`config.mk`:
```
export PLATFORM = sky130hd
export DESIGN_NAME = vga_timing_gen
export DESIGN_NICKNAME = d
export VERILOG_FILES = /design/src/rtl/vga_timing_gen.sv
export SDC_FILE = /design/constraint.sdc
export NUM_CORES = 1
export LEC_CHECK = 0
export BUFFER_PORTS_ARGS = -buffer_cell sky130_fd_sc_hd__buf_2
export CORE_MARGIN = 4
export CORE_UTILIZATION = 63
export CTS_BUF_LIST = sky130_fd_sc_hd__clkbuf_8
export CTS_CLUSTER_SIZE = 20
export DETAILED_ROUTE_END_ITERATION = 8
export PLACE_DENSITY = 0.89
export SETUP_SLACK_MARGIN = 0.1
export SYNTH_ARGS = -nofsm -noshare
export SYNTH_HDL_FRONTEND = slang
export SYNTH_SLANG_ARGS = --single-unit
```
`constraint.sdc`:
```
create_clock -name pixel_clk -period 3.5 [get_ports pixel_clk]
set_clock_uncertainty 0.05 [all_clocks]
set_input_delay 0.35 -clock pixel_clk [delete_from_list [all_inputs] [get_ports pixel_clk]]
set_output_delay 0.35 -clock pixel_clk [all_outputs]
set_load 0.02 [all_outputs]
```
`src/rtl/vga_timing_gen.sv`:
```
// Parametrised VGA raster timing generator on the pixel clock.
// Emits registered syncs, display enable, raw coordinates and line/frame strobes.
module vga_timing_gen #(
  parameter int H_ACTIVE = 640,
  parameter int H_FP     = 16,
  parameter int H_SYNC   = 96,
  parameter int H_BP     = 48,
  parameter int V_ACTIVE = 480,
  parameter int V_FP     = 10,
  parameter int V_SYNC   = 2,
  parameter int V_BP     = 33,
  parameter int HS_POL   = 0,
  parameter int VS_POL   = 0,
  parameter int CW       = 11
) (
  input  logic          pixel_clk,
  input  logic          reset,
  input  logic          enable,
  input  logic          resync,
  output logic          h_sync,
  output logic          v_sync,
  output logic          de,
  output logic [CW-1:0] x,
  output logic [CW-1:0] y,
  output logic          line_start,
  output logic          frame_start
);

  localparam int H_TOTAL = H_ACTIVE + H_FP + H_SYNC + H_BP;
  localparam int V_TOTAL = V_ACTIVE + V_FP + V_SYNC + V_BP;

  localparam logic [CW-1:0] H_LAST   = CW'(H_TOTAL - 1);
  localparam logic [CW-1:0] V_LAST   = CW'(V_TOTAL - 1);
  localparam logic [CW-1:0] H_ACT_L  = CW'(H_ACTIVE);
  localparam logic [CW-1:0] V_ACT_L  = CW'(V_ACTIVE);
  localparam logic [CW-1:0] H_SYNC_S = CW'(H_ACTIVE + H_FP);
  localparam logic [CW-1:0] H_SYNC_E = CW'(H_ACTIVE + H_FP + H_SYNC);
  localparam logic [CW-1:0] V_SYNC_S = CW'(V_ACTIVE + V_FP);
  localparam logic [CW-1:0] V_SYNC_E = CW'(V_ACTIVE + V_FP + V_SYNC);
  localparam logic          HS_ON    = (HS_POL != 0) ? 1'b1 : 1'b0;
  localparam logic          VS_ON    = (VS_POL != 0) ? 1'b1 : 1'b0;

  logic [CW-1:0] r_hc;
  logic [CW-1:0] r_vc;
  logic [CW-1:0] w_src_hc;
  logic [CW-1:0] w_src_vc;
  logic [CW-1:0] w_hc_nxt;
  logic [CW-1:0] w_vc_nxt;
  logic          w_de;
  logic          w_hs;
  logic          w_vs;
  logic          w_ls;
  logic          w_fs;

  // Decode source is the live count, or pixel (0,0) when a resync is requested.
  always_comb begin
    w_src_hc = r_hc;
    w_src_vc = r_vc;
    if (resync) begin
      w_src_hc = '0;
      w_src_vc = '0;
    end else begin
      w_src_hc = r_hc;
      w_src_vc = r_vc;
    end
    w_de = (w_src_hc < H_ACT_L) && (w_src_vc < V_ACT_L);
    w_hs = ((w_src_hc >= H_SYNC_S) && (w_src_hc < H_SYNC_E)) ? HS_ON : ~HS_ON;
    w_vs = ((w_src_vc >= V_SYNC_S) && (w_src_vc < V_SYNC_E)) ? VS_ON : ~VS_ON;
    w_ls = (w_src_hc == '0);
    w_fs = (w_src_hc == '0) && (w_src_vc == '0);
  end

  // Raster step: vc advances only when hc wraps.
  always_comb begin
    w_hc_nxt = r_hc;
    w_vc_nxt = r_vc;
    if (r_hc == H_LAST) begin
      w_hc_nxt = '0;
      if (r_vc == V_LAST) begin
        w_vc_nxt = '0;
      end else begin
        w_vc_nxt = r_vc + CW'(1);
      end
    end else begin
      w_hc_nxt = r_hc + CW'(1);
      w_vc_nxt = r_vc;
    end
  end

  // Counter and output registers; reset beats resync, resync beats the pause.
  always_ff @(posedge pixel_clk) begin
    if (!reset) begin
      r_hc        <= '0;
      r_vc        <= '0;
      x           <= '0;
      y           <= '0;
      de          <= 1'b0;
      line_start  <= 1'b0;
      frame_start <= 1'b0;
      h_sync      <= ~HS_ON;
      v_sync      <= ~VS_ON;
    end else if (resync || enable) begin
      // On resync the decode already shows (0,0), so the counters skip ahead to hc=1.
      r_hc        <= resync ? CW'(1) : w_hc_nxt;
      r_vc        <= resync ? '0 : w_vc_nxt;
      x           <= w_src_hc;
      y           <= w_src_vc;
      de          <= w_de;
      line_start  <= w_ls;
      frame_start <= w_fs;
      h_sync      <= w_hs;
      v_sync      <= w_vs;
    end
  end

endmodule

```
==> run_results.csv, run 1 <==
group,metric,value,unit
status,status,"finished clean",
yosys,synth_top_area_frac,0.444,
power_and_ir_drop,finalPower,1.03,mW
detailed_routing,final_antenna_net_count,0,
worst_setup_path,slowest_stage,"a31oi_1",
clocking,postCtsSetupBuffers,0,
global_routing,overflow,0,
detailed_routing,avgRoutedWirePerCell,15.8,um
power_and_ir_drop,internal_power,0.810,mW
global_routing,grt_pass1_vias,1740,
floorplan,num_rows,21,
cells_and_area,drive_above_1_share,0.157,
floorplan,core,3360,sq um
yosys,synth_top_area_cell,"dfxtp_1",
sta,slew_viol_final,0,
worst_setup_path,critPathKind,"flop to flop",
worst_setup_path,r2r_slack,1460,ps
clocking,cts_tree,"yes",
worst_setup_path,r2r_start,"r_vc[1]",
yosys,synth_nets,250,
global_routing,grt_max_degree,28,
yosys,synth_cell_types,42,
sta,setup-tns-final,0,ps
cells_and_area,area_delta_synth_final,12.3,%
cells_and_area,final_nets,274,
sta,setup_viol,0,
place,detailed_place_hpwl,3190,um
global_routing,antenna_found_initial,0,
sta,worstMarginPinSlew,653,ps
yosys,yosysSeqAreaShare,0.444,
power_and_ir_drop,pwr_density_cell,417,nW/um^2
yosys,synthTopCellsByArea,"dfxtp_1 44%, mux2i_1 10%, nor2_1 5.9%",
global_routing,track_usage,0.240,
power_and_ir_drop,power_frac_seq,0.546,
detailed_routing,firstDrtPassIters,5,
yosys,syn_inst,243,
clocking,cts_resized,0,
detailed_routing,vias,1905,
place,gp_congestion,0.930,
yosys,ys_ff_latch,49,
worst_setup_path,path_buf_inv,1,
run,maxCapViolations,0,
sta,clock.fmax,491,MHz
cells_and_area,final_cell_mix,"49 x dfxtp_1, 35 x nor2_1, 30 x buf_2",
power_and_ir_drop,ir_drop,291,uV
clocking,cts_sinks,49,
worst_setup_path,cp-start-kind,"flop",
detailed_routing,initialDrtViolationCount,124,
hold_path,hold_path_class,"input port to flop",
worst_setup_path,crit_fanout,9,
cells_and_area,diodes,0,
sta,hold_violations,0,
clocking,cts_max_level,2,
sta,timing.slew.headroom,0.562,
worst_setup_path,cpLargestDelayFamily,"compound AO/OA/AOI/OAI gates",
yosys,synth_area,2210,sq um
detailed_routing,drt_wl_total,4960,um
cells_and_area,layout_commonest_cell,"dfxtp_1",
detailed_routing,drc_errors,0,
worst_setup_path,endpoint,"r_vc[10]",
power_and_ir_drop,comb_power_share,0.053,
clocking,root_buffer,"clkbuf_8",
worst_setup_path,path_depth,6,
worst_setup_path,critPathArrivalTime,2220,ps
floorplan,die_h,67.2,um
clocking,clkTransAtPathRegs,80,ps
sta,rsz0062_at_grt,"false",
worst_setup_path,rr_worst_depth,6,
worst_setup_path,critPathLaunch,"r_vc[1]",
yosys,synth-warning-count,0,
power_and_ir_drop,p_sw,0.224,mW
detailed_routing,post_drt_via_cell_ratio,6.07,
floorplan,die_x,67.2,um
worst_setup_path,worstReg2RegEnd,"r_vc[10]",
floorplan,dieArea,4520,sq um
worst_setup_path,critPathMaxStageDelay,540,ps
power_and_ir_drop,p_clk_frac,0.401,
floorplan,io_pins,31,
clocking,cts_hold_buf,0,
worst_setup_path,worstPathRequired,3680,ps
power_and_ir_drop,swShare,0.217,
clocking,clockBufferDepth,2,
clocking,insertion_delay,300,ps
worst_setup_path,cp-end-kind,"flop",
worst_setup_path,path_cells,"inv_1, ha_1, nor4bb_1, a31oi_1, nand2_1, o22ai_1",
global_routing,grt_pass1_wl,8230,um
yosys,syn_area_per_cell,9.09,sq um
sta,min_period,2040,ps
sta,fin_crit_sh,0.582,
clocking,cts_made_buffers,5,
place,portBuffers,30,
power_and_ir_drop,leakagePower,1.01,nW
floorplan,initial_utilization,0.657,
-- power by group through the flow --
stage,clock network [mW],logic [mW],registers [mW]
6_report,0.415,0.0545,0.565
3_5_place_dp,0,0.0541,0.578
5_1_grt,0.444,0.0590,0.566
2_1_floorplan,0,0.0356,0.581
3_3_place_gp,0,0.0533,0.578
4_1_cts,0.419,0.0544,0.565
-- sequential cells by signal, indices dropped and copies added, names as in the netlist --
signal and flops:
line_start 1, de 1, v_sync 1, x 11, y 11, r_vc 11
r_hc 11, h_sync 1, frame_start 1
-- per-layer routing --
| metal | wire (um) | vias to the layer above | part of all wire | global-route usage |
|---|---|---|---|---|
| met5 | 0 | - | 0 | 0 |
| met4 | 127 | 0 | 0.026 | 0.104 |
| met3 | 368 | 17 | 0.074 | 0.0549 |
| met2 | 2250 | 88 | 0.45 | 0.361 |
| met1 | 2210 | 882 | 0.45 | 0.329 |
| li1 | - | 918 | - | - |
-- kinds of logic (layout without fill, tap and decap cells) --
logic type / count (synthesis) / count (layout) / synth area share
AO/OA/AOI/OAI: 42 / 42 / 0.124
XOR/XNOR: 8 / 8 / 0.0317
adder cells (fa/ha/maj): 3 / 3 / 0.0170
buffers and inverters: 21 / 46 / 0.0408
flip-flops: 49 / 49 / 0.444
multiplexers: 23 / 23 / 0.104
AND/OR/NAND/NOR: 97 / 97 / 0.239
-- synthesized netlist by cell type (all sizes together) --
cell type	instances
a211oi	1
a21boi	4
a21oi	9
a31oi	6
a41o	1
a41oi	3
and2	3
and3	4
and3b	1
and4	4
and4b	1
buf	8
clkbuf	7
dfxtp	49
ha	3
inv	6
mux2i	23
nand2	12
nand2b	3
nand3	10
nand3b	2
nand4	9
nor2	35
nor2b	1
nor3	3
nor3b	1
nor4	3
nor4bb	1
o2111a	1
o211a	1
o21ai	12
o22ai	3
o32ai	1
or3	3
or4b	1
xnor2	1
xor2	7
-- through the flow --
step                      cell area [sq um]  cells   util  setup slack, ps  hold slack (ps)
after floorplan                        2210    243      -             1750              422
after global placement                 2360    306  0.703             1590              399
final                                  2480    314  0.737             1460              293
after global routing                   2480    314  0.737             1280              299
after CTS                              2480    314  0.737             1520              284
after detailed placement               2360    306  0.703             1570              417
-- how the worst min path moves through the flow --
stage / start / to / slack, ps / cells past startpoint
after floorplan: reset / frame_start / 420 / 1
after global placement: line_start / line_start / 400 / 2
after CTS: reset / frame_start / 280 / 2
final: reset / frame_start / 290 / 2
after global routing: reset / de / 300 / 2
after detailed placement: h_sync / h_sync / 420 / 2
-- cell type report --
cell class / instances / area, sq um
Clock buffer: 6 / 82.6
Clock inverter: 2 / 33.8
Fill cell: 268 / 883
Inverter: 6 / 22.5
Multi-Input combinational cell: 173 / 1140
Sequential cell: 49 / 981
Tap cell: 46 / 57.6
Timing Repair Buffer: 32 / 165
(Power assumes the default switching activity.)
==> inputs of run 2 (changes only) <==
- CORE_UTILIZATION: 63 -> 59
- PLACE_DENSITY: 0.89 -> 0.85
- clock period: 3.5 -> 2.1 ns (I/O delays scaled with it)
==> run_results.csv, run 2 (synthesis results as in run 1) <==
group,metric,value,unit
status,status,"finished clean",
worst_setup_path,r2r_slack,240,ps
hold_path,holdPathEnd,"frame_start",
detailed_routing,post_drt_via_cell_ratio,5.81,
place,placed_cell_area,2390,sq um
power_and_ir_drop,ir_drop,504,uV
clocking,clkTransAtPathRegs,90,ps
sta,timing.slew.headroom,0.568,
worst_setup_path,critPathArrivalTime,2050,ps
cells_and_area,area_delta_synth_final,12.3,%
floorplan,io_pins,31,
cells_and_area,drive_above_1_share,0.173,
global_routing,grt_pass1_wl,7880,um
detailed_routing,final_antenna_net_count,0,
global_routing,overflow,0,
clocking,clockBufferDepth,2,
hold_path,whs_path_depth,2,
worst_setup_path,critPathKind,"flop to flop",
place,portBuffers,30,
floorplan,initial_utilization,0.637,
clocking,root_buffer,"clkbuf_8",
cells_and_area,nFillCells,292,
detailed_routing,vias,1849,
place,detailed_place_hpwl,3330,um
cells_and_area,fin_area,2480,sq um
sta,setup-tns-final,0,ps
detailed_routing,firstDrtPassIters,4,
sta,fin_crit_sh,0.886,
cells_and_area,final_cell_mix,"48 x dfxtp_1, 35 x nor2_1, 30 x buf_2",
clocking,cts_tree,"yes",
sta,min_period,1860,ps
power_and_ir_drop,pwr_density_cell,630,nW/um^2
power_and_ir_drop,leakagePower,1.01,nW
run,maxCapViolations,0,
hold_path,holdCritStartpoint,"reset",
detailed_routing,initialDrtViolationCount,180,
sta,clock.fmax,537,MHz
floorplan,num_rows,21,
detailed_routing,drc_errors,0,
global_routing,antenna_found_initial,0,
global_routing,grt_pass1_vias,1655,
floorplan,die_x,69.2,um
sta,setup_ws,239,ps
floorplan,die_h,69.2,um
clocking,cts_hold_buf,0,
sta,worstMarginPinSlew,645,ps
place,placedCellCount,310,
clocking,cts_made_buffers,5,
hold_path,hold_path_class,"input port to flop",
sta,rsz0062_at_grt,"false",
worst_setup_path,worstPathRequired,2280,ps
cells_and_area,layout_commonest_cell,"dfxtp_1",
worst_setup_path,cp-end-kind,"flop",
clocking,postCtsSetupBuffers,0,
sta,hold_violations,0,
worst_setup_path,r2r_start,"r_hc[1]",
floorplan,core,3470,sq um
worst_setup_path,cp-start-kind,"flop",
place,gp_congestion,0.858,
clocking,insertion_delay,300,ps
place,pre_cts_ws,184,ps
detailed_routing,avgRoutedWirePerCell,14.7,um
cells_and_area,layout.cells.non_filler,318,
floorplan,dieArea,4790,sq um
worst_setup_path,worstReg2RegEnd,"r_vc[9]",
clocking,cts_max_level,2,
power_and_ir_drop,finalPower,1.56,mW
worst_setup_path,crit_fanout,7,
sta,slew_viol_final,0,
detailed_routing,drt_wl_total,4690,um
worst_setup_path,rr_worst_depth,5,
cells_and_area,final_nets,278,
sta,setup_viol,0,
global_routing,track_usage,0.199,
global_routing,grt_max_degree,27,
clocking,cts_sinks,49,
cells_and_area,diodes,0,
## run 2: timing repair
item,CTS,global route
gates resized for setup,0,2
setup endpoints to repair,0,4
endpoints found under the hold margin,0,0
## run 2: critical path, cell delays in order, from the launching register on
cell and delay, ps:
dfxtp_1 430, ha_1 210, and4_2 340, nand4_4 120, or4b_1 520, mux2i_1 130
## run 2: final cells by class
type	count	area, sq um	share of cell area
clock inverter	3	15.0	0.00605
sequential	49	982	0.396
tap	46	57.6	0.0232
inverter	6	22.5	0.00908
clock buffer	5	68.8	0.0277
timing repair buffer	36	195	0.0787
multi-input combinational	173	1140	0.459
## run 2: metal layers
| layer | vias to the layer above | part of all wire | global-route usage |
|---|---|---|---|
| met5 | - | 0 | 0 |
| met4 | 0 | 0.012 | 0.0586 |
| met1 | 874 | 0.49 | 0.281 |
| met3 | 7 | 0.051 | 0.0507 |
| met2 | 41 | 0.45 | 0.299 |
| li1 | 927 | - | - |
## run 2: worst max path at each step
stage / start / to / slack, ps / cells past startpoint
CTS: r_hc[0] / r_vc[9] / 180 / 5
global route: r_hc[1] / r_vc[3] / 100 / 5
finish: r_hc[1] / r_vc[9] / 240 / 5
global placement: r_hc[0] / r_vc[9] / 270 / 5
detailed placement: r_hc[0] / r_vc[5] / 180 / 5
floorplan: r_vc[0] / r_vc[8] / 350 / 7
## run 2: through the flow
step / utilization / hold WS, ps
after detailed placement: 0.690 / 408
final: 0.715 / 145
after CTS: 0.714 / 130
after floorplan: - / 282
after global routing: 0.715 / 162
after global placement: 0.690 / 399
## run 2: power breakdown
| group | switching, mW | total [mW] | internal, mW |
|---|---|---|---|
| logic | 0.0591 | 0.0912 | 0.0321 |
| registers | 0.00605 | 0.942 | 0.936 |
| clock network | 0.304 | 0.530 | 0.226 |
| total | 0.369 | 1.56 | 1.19 |
==> inputs of run 3 (changes only) <==
- CORE_UTILIZATION: 59 -> 52
- PLACE_DENSITY: 0.85 -> 0.76
- SETUP_SLACK_MARGIN: 0.1 -> 0.05
==> run_results.csv, run 3 (synthesis results as in run 1) <==
group,metric,value,unit
status,status,"finished clean",
sta,slew_viol_final,0,
cells_and_area,fin_area,2520,sq um
global_routing,antenna_found_initial,0,
cells_and_area,area_delta_synth_final,14.3,%
detailed_routing,avgRoutedWirePerCell,14.8,um
sta,fin_hold_ws,163,ps
global_routing,use_met2,0.262,
power_and_ir_drop,pwr_density_cell,676,nW/um^2
detailed_routing,initialDrtViolationCount,143,
floorplan,core,4060,sq um
worst_setup_path,cp-end-kind,"flop",
floorplan,die_h,73.2,um
place,portBuffers,30,
floorplan,num_rows,23,
worst_setup_path,crit_fanout,7,
global_routing,top_usage_layer,"met1",
cells_and_area,layout_commonest_cell,"dfxtp_1",
detailed_routing,post_drt_via_cell_ratio,5.74,
sta,fin_crit_sh,0.902,
place,gp_congestion,0.878,
global_routing,grt_pass1_wl,7920,um
clocking,root_buffer,"clkbuf_8",
worst_setup_path,critPathLaunch,"r_hc[1]",
detailed_routing,drt_wl_total,4790,um
clocking,cts_tree,"yes",
worst_setup_path,critPathKind,"flop to flop",
clocking,cts_sinks,49,
clocking,cts_hold_buf,0,
clocking,clkTransAtPathRegs,90,ps
cells_and_area,drive_above_1_share,0.183,
clocking,cts_max_level,2,
cells_and_area,layout.cells.non_filler,323,
detailed_routing,firstDrtPassIters,4,
global_routing,track_usage,0.188,
sta,clock.fmax,528,MHz
floorplan,io_pins,31,
global_routing,grt_max_degree,25,
sta,timing.slew.headroom,0.533,
global_routing,grt_util_met1,0.289,
cells_and_area,final_nets,279,
sta,hold_violations,0,
cells_and_area,diodes,0,
detailed_routing,final_antenna_net_count,0,
place,detailed_place_hpwl,3400,um
sta,setup-tns-final,0,ps
place,placedCellCount,315,
floorplan,dieArea,5350,sq um
power_and_ir_drop,ir_drop,415,uV
clocking,postCtsSetupBuffers,0,
power_and_ir_drop,finalPower,1.70,mW
clocking,clockBufferDepth,2,
sta,rsz0062_at_grt,"false",
worst_setup_path,r2r_start,"r_hc[1]",
global_routing,overflow,0,
clocking,cts_made_buffers,5,
global_routing,grtUsageMet3,0.0441,
sta,setup_viol,0,
worst_setup_path,critPathArrivalTime,2070,ps
sta,min_period,1890,ps
power_and_ir_drop,leakagePower,1.02,nW
detailed_routing,vias,1855,
clocking,cts_resized,0,
floorplan,die_x,73.2,um
place,placed_cell_area,2410,sq um
detailed_routing,drc_errors,0,
global_routing,grt_pass1_vias,1644,
worst_setup_path,cp-start-kind,"flop",
hold_path,holdCritStartpoint,"reset",
hold_path,hold_path_class,"input port to flop",
sta,worstMarginPinSlew,698,ps
floorplan,initial_utilization,0.544,
worst_setup_path,worstPathRequired,2280,ps
cells_and_area,final_cell_mix,"48 x dfxtp_1, 35 x nor2_1, 30 x buf_2",
clocking,insertion_delay,300,ps
run,maxCapViolations,0,
## run 3: per-layer routing
metal  part of all wire  wire, um  up-vias
met2               0.43      2060       58
li1                   -         -      928
met1               0.50      2390      867
met4             0.0052        25        0
met3              0.065       313        2
met5                  0         0        -
## run 3: layout make-up
cell class,count,area (sq um)
Clock buffer,5,68.8
Clock inverter,3,46.3
Fill cell,354,1530
Inverter,6,22.5
Multi-Input combinational cell,173,1140
Sequential cell,49,982
Tap cell,50,62.6
Timing Repair Buffer,37,203
## run 3: critical path, stage by stage, from the launching register on
cell     delay [ps]
dfxtp_1         430
ha_1            220
and4_2          350
a41oi_2         220
or3_1           410
a21oi_1         160
## run 3: per-stage QoR
step                      worst slack [ps]  utilization
after detailed placement               184        0.593
after CTS                              137        0.621
after floorplan                        354            -
after global placement                 266        0.593
after global routing                  41.5        0.622
final                                  207        0.622
## run 3: final timing paths
| path | endpoint | slack (ps) | cells after the start |
|---|---|---|---|
| min reg2reg | de | 410 | 2 |
| max | r_vc[5] | 210 | 5 |
| min | de | 160 | 2 |
| max reg2reg | r_vc[5] | 210 | 5 |
## run 3: where the power goes
group / total [mW] / internal [mW] / switching [mW]
sequential: 0.942 / 0.936 / 0.00599
combinational: 0.0926 / 0.0322 / 0.0604
clock: 0.670 / 0.356 / 0.314
total: 1.70 / 1.32 / 0.380
